===== config.mk =====
export PLATFORM = sky130hd
export DESIGN_NAME = pipe_fifo
export DESIGN_NICKNAME = d
export VERILOG_FILES = /design/src/rtl/pipe_fifo.sv
export SDC_FILE = /design/constraint.sdc
export NUM_CORES = 1
export LEC_CHECK = 0
export ABC_AREA = 1
export BUFFER_PORTS_ARGS = -buffer_cell sky130_fd_sc_hd__buf_2
export CAP_MARGIN = 20
export CELL_PAD_IN_SITES_DETAIL_PLACEMENT = 2
export CELL_PAD_IN_SITES_GLOBAL_PLACEMENT = 2
export CORE_ASPECT_RATIO = 1.4
export CORE_MARGIN = 4
export CORE_UTILIZATION = 35
export CTS_CLUSTER_SIZE = 40
export DETAILED_ROUTE_END_ITERATION = 10
export PLACE_DENSITY = 0.67
export SLEW_MARGIN = 0
export SYNTH_ARGS = -nofsm -noshare
export SYNTH_HDL_FRONTEND = slang
export SYNTH_SLANG_ARGS = --single-unit
export TNS_END_PERCENT = 50

===== constraint.sdc =====
create_clock -name clk -period 9.9 [get_ports clk]
set_input_delay 0.99 -clock clk [delete_from_list [all_inputs] [get_ports clk]]
set_output_delay 0.99 -clock clk [all_outputs]
set_load 0.05 [all_outputs]

===== src/rtl/pipe_fifo.sv =====
// -----------------------------------------------------------------------------
// pipe_fifo
//
// Elastic valid/ready buffer placed between in-order pipeline stages. It
// replaces a single-entry stage register with a DEPTH-entry queue of arbitrary
// payload width. The first instance sits between fetch and decode and carries
// fetch_data_t {valid, pc[63:0], raw_instr[31:0]} (97 bits). A synchronous
// flush discards all wrong-path entries on a branch/jump redirect.
//
// Parameters
//   DATA_W  payload width in bits (default 97 = width of fetch_data_t)
//   DEPTH   number of entries; power of two, >= 2
//   CNT_W   occupancy count width, derived from DEPTH (not overridable)
//
// Ports
//   clk        clock; all state updates on the rising edge
//   reset      synchronous reset, active-low (0 = reset)
//   flush      discard all entries (redirect from execute)
//   in_valid   producer offers in_data
//   in_ready   buffer can accept this cycle (= !full)
//   in_data    payload from producer
//   out_valid  out_data holds a live entry
//   out_ready  consumer takes out_data this cycle
//   out_data   oldest entry (combinational read of registered storage)
//   count      current occupancy, 0..DEPTH
//   full       count == DEPTH
//   empty      count == 0
//
// Build option
//   PIPE_FIFO_BYPASS_EN  when defined, an offered item on an empty buffer is
//                        presented at out_data in the same cycle; if the
//                        consumer takes it, it never touches storage. When not
//                        defined there is no combinational in->out path and the
//                        minimum latency is one cycle.
// -----------------------------------------------------------------------------
module pipe_fifo #(
  parameter  int DATA_W = 97,
  parameter  int DEPTH  = 4,
  localparam int CNT_W  = $clog2(DEPTH + 1)
) (
  input  logic              clk,
  input  logic              reset,
  input  logic              flush,
  input  logic              in_valid,
  output logic              in_ready,
  input  logic [DATA_W-1:0] in_data,
  output logic              out_valid,
  input  logic              out_ready,
  output logic [DATA_W-1:0] out_data,
  output logic [CNT_W-1:0]  count,
  output logic              full,
  output logic              empty
);

  localparam int PTR_W = $clog2(DEPTH);

  typedef logic [PTR_W-1:0]  ptr_t;
  typedef logic [CNT_W-1:0]  cnt_t;
  typedef logic [DATA_W-1:0] data_t;

  // ---------------------------------------------------------------------------
  // State
  // ---------------------------------------------------------------------------
  data_t mem_q [DEPTH];

  ptr_t  wr_ptr_q, wr_ptr_d;
  ptr_t  rd_ptr_q, rd_ptr_d;
  cnt_t  cnt_q,    cnt_d;

  // Handshake qualifiers for the current cycle.
  logic  push;   // in_data is written into storage at the next edge
  logic  pop;    // the oldest stored entry is retired at the next edge

  // ---------------------------------------------------------------------------
  // Status outputs: purely a function of the registered occupancy.
  // ---------------------------------------------------------------------------
  always_comb begin
    count    = cnt_q;
    full     = (cnt_q == cnt_t'(DEPTH));
    empty    = (cnt_q == '0);
    // A full buffer refuses the producer even if the consumer pops this
    // cycle; this keeps in_ready off the out_ready timing path.
    in_ready = !full;
  end

  // ---------------------------------------------------------------------------
  // Output side and handshake qualification
  // ---------------------------------------------------------------------------
`ifdef PIPE_FIFO_BYPASS_EN
  logic byp_offer;   // empty buffer forwards the producer's item directly
  logic pass_thru;   // forwarded item is taken: no storage, no state change

  always_comb begin
    byp_offer = empty && in_valid && !flush;
    out_valid = (!empty && !flush) || byp_offer;
    // While empty, storage holds nothing live, so in_data is the only
    // candidate; otherwise the oldest stored entry wins.
    out_data  = empty ? in_data : mem_q[rd_ptr_q];
    pass_thru = byp_offer && out_ready;
    push      = in_valid && in_ready && !flush && !pass_thru;
    // A pass-through handshake must not move the read pointer.
    pop       = out_valid && out_ready && !empty;
  end
`else
  always_comb begin
    out_valid = !empty && !flush;
    out_data  = mem_q[rd_ptr_q];
    push      = in_valid && in_ready && !flush;
    pop       = out_valid && out_ready;
  end
`endif

  // ---------------------------------------------------------------------------
  // Next-state logic
  // ---------------------------------------------------------------------------
  always_comb begin
    // NOTE: every variable is given a default first so no path leaves it
    // unassigned, which would otherwise infer a latch.
    wr_ptr_d = wr_ptr_q;
    rd_ptr_d = rd_ptr_q;
    cnt_d    = cnt_q;

    if (flush) begin
      // Redirect: everything in flight is wrong-path. Flush outranks push
      // and pop (both are already masked by flush above).
      wr_ptr_d = '0;
      rd_ptr_d = '0;
      cnt_d    = '0;
    end else begin
      // Pointers are exactly log2(DEPTH) bits wide, so they wrap modulo
      // DEPTH through natural overflow.
      if (push) wr_ptr_d = wr_ptr_q + ptr_t'(1);
      if (pop)  rd_ptr_d = rd_ptr_q + ptr_t'(1);

      unique case ({push, pop})
        2'b10:   cnt_d = cnt_q + cnt_t'(1);
        2'b01:   cnt_d = cnt_q - cnt_t'(1);
        default: cnt_d = cnt_q;   // both or neither: occupancy unchanged
      endcase
    end
  end

  // ---------------------------------------------------------------------------
  // Control registers (synchronous, active-low reset; reset outranks flush)
  // ---------------------------------------------------------------------------
  always_ff @(posedge clk) begin
    // NOTE: sequential state uses non-blocking assignments so every flop
    // samples its pre-edge inputs regardless of statement order.
    if (!reset) begin
      wr_ptr_q <= '0;
      rd_ptr_q <= '0;
      cnt_q    <= '0;
    end else begin
      wr_ptr_q <= wr_ptr_d;
      rd_ptr_q <= rd_ptr_d;
      cnt_q    <= cnt_d;
    end
  end

  // ---------------------------------------------------------------------------
  // Storage
  // ---------------------------------------------------------------------------
  // NOTE: the payload array is deliberately not reset; the pointers and count
  // define which entries are live, and leaving it reset-free lets it map onto
  // plain flops or a RAM without a reset tree.
  always_ff @(posedge clk) begin
    if (push) begin
      mem_q[wr_ptr_q] <= in_data;
    end
  end

endmodule


Yosys cells after proc, flatten, opt, wreduce, memory -nomap -nowiden --
Memories as Yosys holds them, arrays and structs flattened. A register that Yosys moved wholly into a read port is not among the register bits. Cells that the tools add are included.
Storage, ports and cells: register bits after elaboration 7, bits in latches 0, RAM bits 388, ROM bits 0, bits of input ports 102, output and inout port bits 104, logic and storage cells 27, memories kept 1
Memory list:
- mem_q | depth 4, bits a word 97, read ports 1, clocked after Yosys merged registers in 1, wr ports 1, line 64 | data_t mem_q [DEPTH];
Operators by class: add/sub/neg operators 4, multiply operators 0, divide/modulo/power cells 0, order comparisons 0, equal/unequal tests 3, shifts and indexed selects 0, muxes and demuxes 5, bitwise logic cells 1, reduce and logical (&&, ||, !) cells 10
Operators by type and width (count):
- $pmux 3 s2 | 1
- $add 2x1->2 const B | 2
- $logic_and 1x1->1 | 4
- $mux 2 | 2
- $add 3x1->3 const B | 1
- $eq 3x3->1 const B | 1
- $logic_not 1->1 | 3
- $logic_not 3->1 | 1
- $sub 3x1->3 const B | 1
- $eq 2x1->1 const B | 1
- $eq 2x2->1 const B | 1
- $mux 1 | 2
- $reduce_bool 2->1 | 1
- $reduce_or 2->1 | 1
- $not 1->1 | 1

Logic depth before layout (Yosys ltp) --
depth after elaboration 6, gate-level depth with buffers 13

Worst setup path before layout --
No wires, ideal clock.
path kind flip-flop to flip-flop, start point reg cnt_q[1] (netlist: count[1]), end point mem mem_q[0][0] (netlist bit), enable pin, setup time 0.554 ns, arrival 5.584 ns, path slack 3.762 ns, cell stages (with the launch flop) 5, path buffers 0, period minus slack after synthesis 6.138 ns, cells stage by stage dfxtp_1 -> nor2_1 -> nand2_1 -> nand3_1 -> nor2_1
On the way: word-level cells in the longest chain between the ends 6
RTL lines:
- start: declaration | line 68 | cnt_t cnt_q, cnt_d;
- start signal: assignment | line 156 | cnt_q <= cnt_d;
- $eq 3x3->1 | line 79 | full = (cnt_q == cnt_t'(DEPTH));
- $logic_not 1->1 | line 83 | in_ready = !full;
- via in_ready | line 45 | output logic in_ready,
- $logic_and 1x1->1 (2 in series) | line 108 | push = in_valid && in_ready && !flush;
- $mux 1 | line 167 | if (push) begin
- $mux 1 (implied by the code) | line 168 | mem_q[wr_ptr_q] <= in_data;
- end: declaration | line 64
The timed path passes the listed nets, and every way through them passes these cells.

==> flow_metrics.env <==
export IMPL_status="complete, no violations"
export IMPL_rows=89
export IMPL_dr_pass1_iters=4
export IMPL_drive_gt1_share_pct=22.4
export IMPL_place_gp_congestion=0.706
export IMPL_cts_setup_buffers=0
export IMPL_path_max_fanout=56
export IMPL_worstSetupEndpointType="output port"
export IMPL_synth_edf_count=388
export IMPL_max_stage_delay_ns=0.71
export IMPL_portBuffers=205
export IMPL_setup_viol=0
export IMPL_grt_overflow=0
export IMPL_fin_crit_sh_pct=42.5
export IMPL_final_hold_violation_count=0
export IMPL_io_pins=206
export IMPL_finalWirelength_um=40100
export IMPL_met2_usage_pct=31.4
export IMPL_drtIter0Drc=574
export IMPL_ir_worst_vdd_v=0.000143
export IMPL_ctsRootBufferMaster="clkbuf_16"
export IMPL_r2r_setup_slack_ns=6.73
export IMPL_synth_avg_cell_area_um2=14.6
export IMPL_synth_area_um2=14900
export IMPL_p_leak_nw=6.12
export IMPL_worstReg2RegStart="count[0]"
export IMPL_slew_violations=0
export IMPL_power_share_clock_pct=40.1
export IMPL_setup_tns_ns=0
export IMPL_synth_cell_types=19
export IMPL_core_area_um2=42100
export IMPL_clk_pin_slew_ns=0.07
export IMPL_antenna_found_initial=6
export IMPL_cts_tree="built"
export IMPL_crit_chain="clkinv_2, buf_4, o21ai_0, o22ai_1, buf_2"
export IMPL_worstPathArrival_ns=3.22
export IMPL_slew_headroom_pct=30.7
export IMPL_syn_to_final_growth_pct=18.2
export IMPL_vias=9182
export IMPL_seq_area_frac_synth_pct=79.7
export IMPL_busiest_layer="met2"
export IMPL_grt_pass1_wl_um=60500
export IMPL_avgRoutedWirePerCell_um=22.4
export IMPL_sw_frac_of_total_pct=22.3
export IMPL_drv_cap=0
export IMPL_crit_family="buffers and inverters"
export IMPL_cp_start_kind="flip-flop"
export IMPL_drtAntennaViolNets=0
export IMPL_synth_fp_nets=1122
export IMPL_clkSinkCount=397
export IMPL_ys_ff_latch=397
export IMPL_dp_hpwl_um=23700
export IMPL_nets=1320
export IMPL_synth_cells=1014
export IMPL_grt_pass1_vias=10200
export IMPL_via_per_inst=5.12
export IMPL_cp_buffers_inverters=3
export IMPL_min_path_cells=2
export IMPL_synthFlopType="edfxtp_1"
export IMPL_timing_rr_end="mem_q[3][52]"
export IMPL_tightest_slew_ns=1.04
export IMPL_die_w_um=182
export IMPL_die_area_um2=45800
export IMPL_cts_buffer_depth=3
export IMPL_cts_hold_buf=0
export IMPL_cp_data_required_time_ns=8.91
export IMPL_switching_power_w=0.000779
export IMPL_cts_resized=0
export IMPL_power_internal_w=0.00271
export IMPL_cts_buffers=40
export IMPL_rsz0062_at_grt="false"
export IMPL_stdcell_area_um2=17600
export IMPL_cp_slowest_cell="buf_4"
export IMPL_r2r_cells=6
export IMPL_path_class="flip-flop to output port"
export IMPL_comb_power_share_pct=5.8
export IMPL_clock_latency_ns=0.53
export IMPL_route_detailed_drc=0
export IMPL_timing_final_crit_period_ns=4.21
export IMPL_max_freq_mhz=238
export IMPL_async_flop_share_pct=0
export IMPL_skew_ns=0.0110
export IMPL_use_met3_pct=3.12
export IMPL_grt_start_max_net_pins=118
export IMPL_yosysWarnings=0
export IMPL_floorplan_initialDensity_pct=35.3
export IMPL_h_tree_depth=2
export IMPL_grt_usage_pct=17.1
export IMPL_fp_dieH_um=252
export IMPL_hold_class="flip-flop to flip-flop"
export IMPL_grtUsageMet1_pct=20.8
export IMPL_min_from="rd_ptr_q[0]"
export IMPL_p_per_area_nw_per_um2=199
export IMPL_place_area_um2=16300
export IMPL_power_frac_seq_pct=54.1
[cell type report]
cell class	instances	area, um2
Inverter	24	96.3
Multi-Input combinational cell	531	2580
Fill cell	4277	24500
Antenna cell	4	10.0
Sequential cell	397	11800
Tap cell	546	683
Timing Repair Buffer	218	1140
Clock buffer	50	1060
Clock inverter	24	140
[flip-flops by register name (all words and copies together) (netlist names), named ones only]
signal	cells
rd_ptr_q	2
mem_q	388
wr_ptr_q	2
count	3
[routing by layer]
metal,part of all wire [%],vias to the layer above
met5,0.052,-
met4,1.7,4
met3,4.2,48
met2,53,175
met1,41,4750
li1,-,4205
[worst max path at each step]
| stage | start | end | slack (ns) | cells after the start |
|---|---|---|---|---|
| 2_1_floorplan | count[1] | mem_q[0][0] | 3.76 | 4 |
| 3_3_place_gp | flip-flop | out_data[30] | 5.79 | 5 |
| 3_5_place_dp | flip-flop | out_data[28] | 5.76 | 5 |
| 4_1_cts | flip-flop | out_data[28] | 5.17 | 5 |
| 5_1_grt | flip-flop | out_data[85] | 5.45 | 5 |
| 6_report | flip-flop | out_data[96] | 5.69 | 5 |
[cell families after synthesis]
group	after synthesis	synth area share (%)
buffers and inverters	86	3.13
AOI/OAI and AO/OA	297	10.8
DFF	397	79.7
adders and majority gates	6	0.556
and+or+nand+nor	228	5.82
[cells in the mapped netlist, drive strengths merged, types with 5 or more instances]
master / instances / area, um2
edfxtp: 388 / 11700
nor2: 204 / 766
o21ai: 195 / 976
o22ai: 97 / 607
buf: 34 / 264
clkbuf: 28 / 109
inv: 24 / 92.6
nand2: 18 / 67.6
dfxtp: 9 / 180
a21oi: 5 / 25.0
ha: 5 / 62.6
nand3: 5 / 25.0
[power by group through the flow]
stage	sequential (W)	combinational (W)	clock (W)
floorplan	0.00193	0.000117	0
global placement	0.00192	0.000198	0
detailed placement	0.00192	0.000203	0
CTS	0.00189	0.000204	0.00145
global route	0.00189	0.000215	0.00152
finish	0.00189	0.000201	0.00140
[tightest hold or removal path: stages (launching register included)]
cell,delay (ns)
dfxtp_1,0.31
inv_1,0.07
a21oi_1,0.06
[placed cells by master, fill, tap and decap left out]
| cell | instances |
|---|---|
| bufinv_16 | 1 |
| nand2_1 | 18 |
| clkbuf_16 | 41 |
| o21ai_0 | 132 |
| nor2_1 | 200 |
| dfxtp_4 | 2 |
| a21oi_1 | 5 |
| inv_1 | 22 |
| buf_16 | 1 |
| nand4_1 | 1 |
| edfxtp_1 | 388 |
| buf_2 | 205 |
| nor2_4 | 4 |
| inv_6 | 3 |
| dfxtp_1 | 7 |
| clkinv_1 | 12 |
| clkinvlp_4 | 1 |
| diode_2 | 4 |
| nand3_1 | 5 |
| clkinv_2 | 9 |
| clkbuf_1 | 9 |
| ha_1 | 5 |
| fa_1 | 1 |
| buf_4 | 12 |
| o22ai_1 | 97 |
| o21ai_1 | 63 |
[through the flow]
step                hold slack [ns]  setup slack (ns)  total power [W]  std cells  util (%)
floorplan                     0.443              3.76          0.00204       1014         -
global placement              0.454              5.79          0.00212       1715      38.8
detailed placement            0.465              5.76          0.00213       1715      38.8
CTS                           0.475              5.17          0.00354       1789      41.6
global route                  0.511              5.45          0.00362       1791      41.7
finish                        0.473              5.69          0.00349       1794      41.7
(Power assumes the default switching activity.)
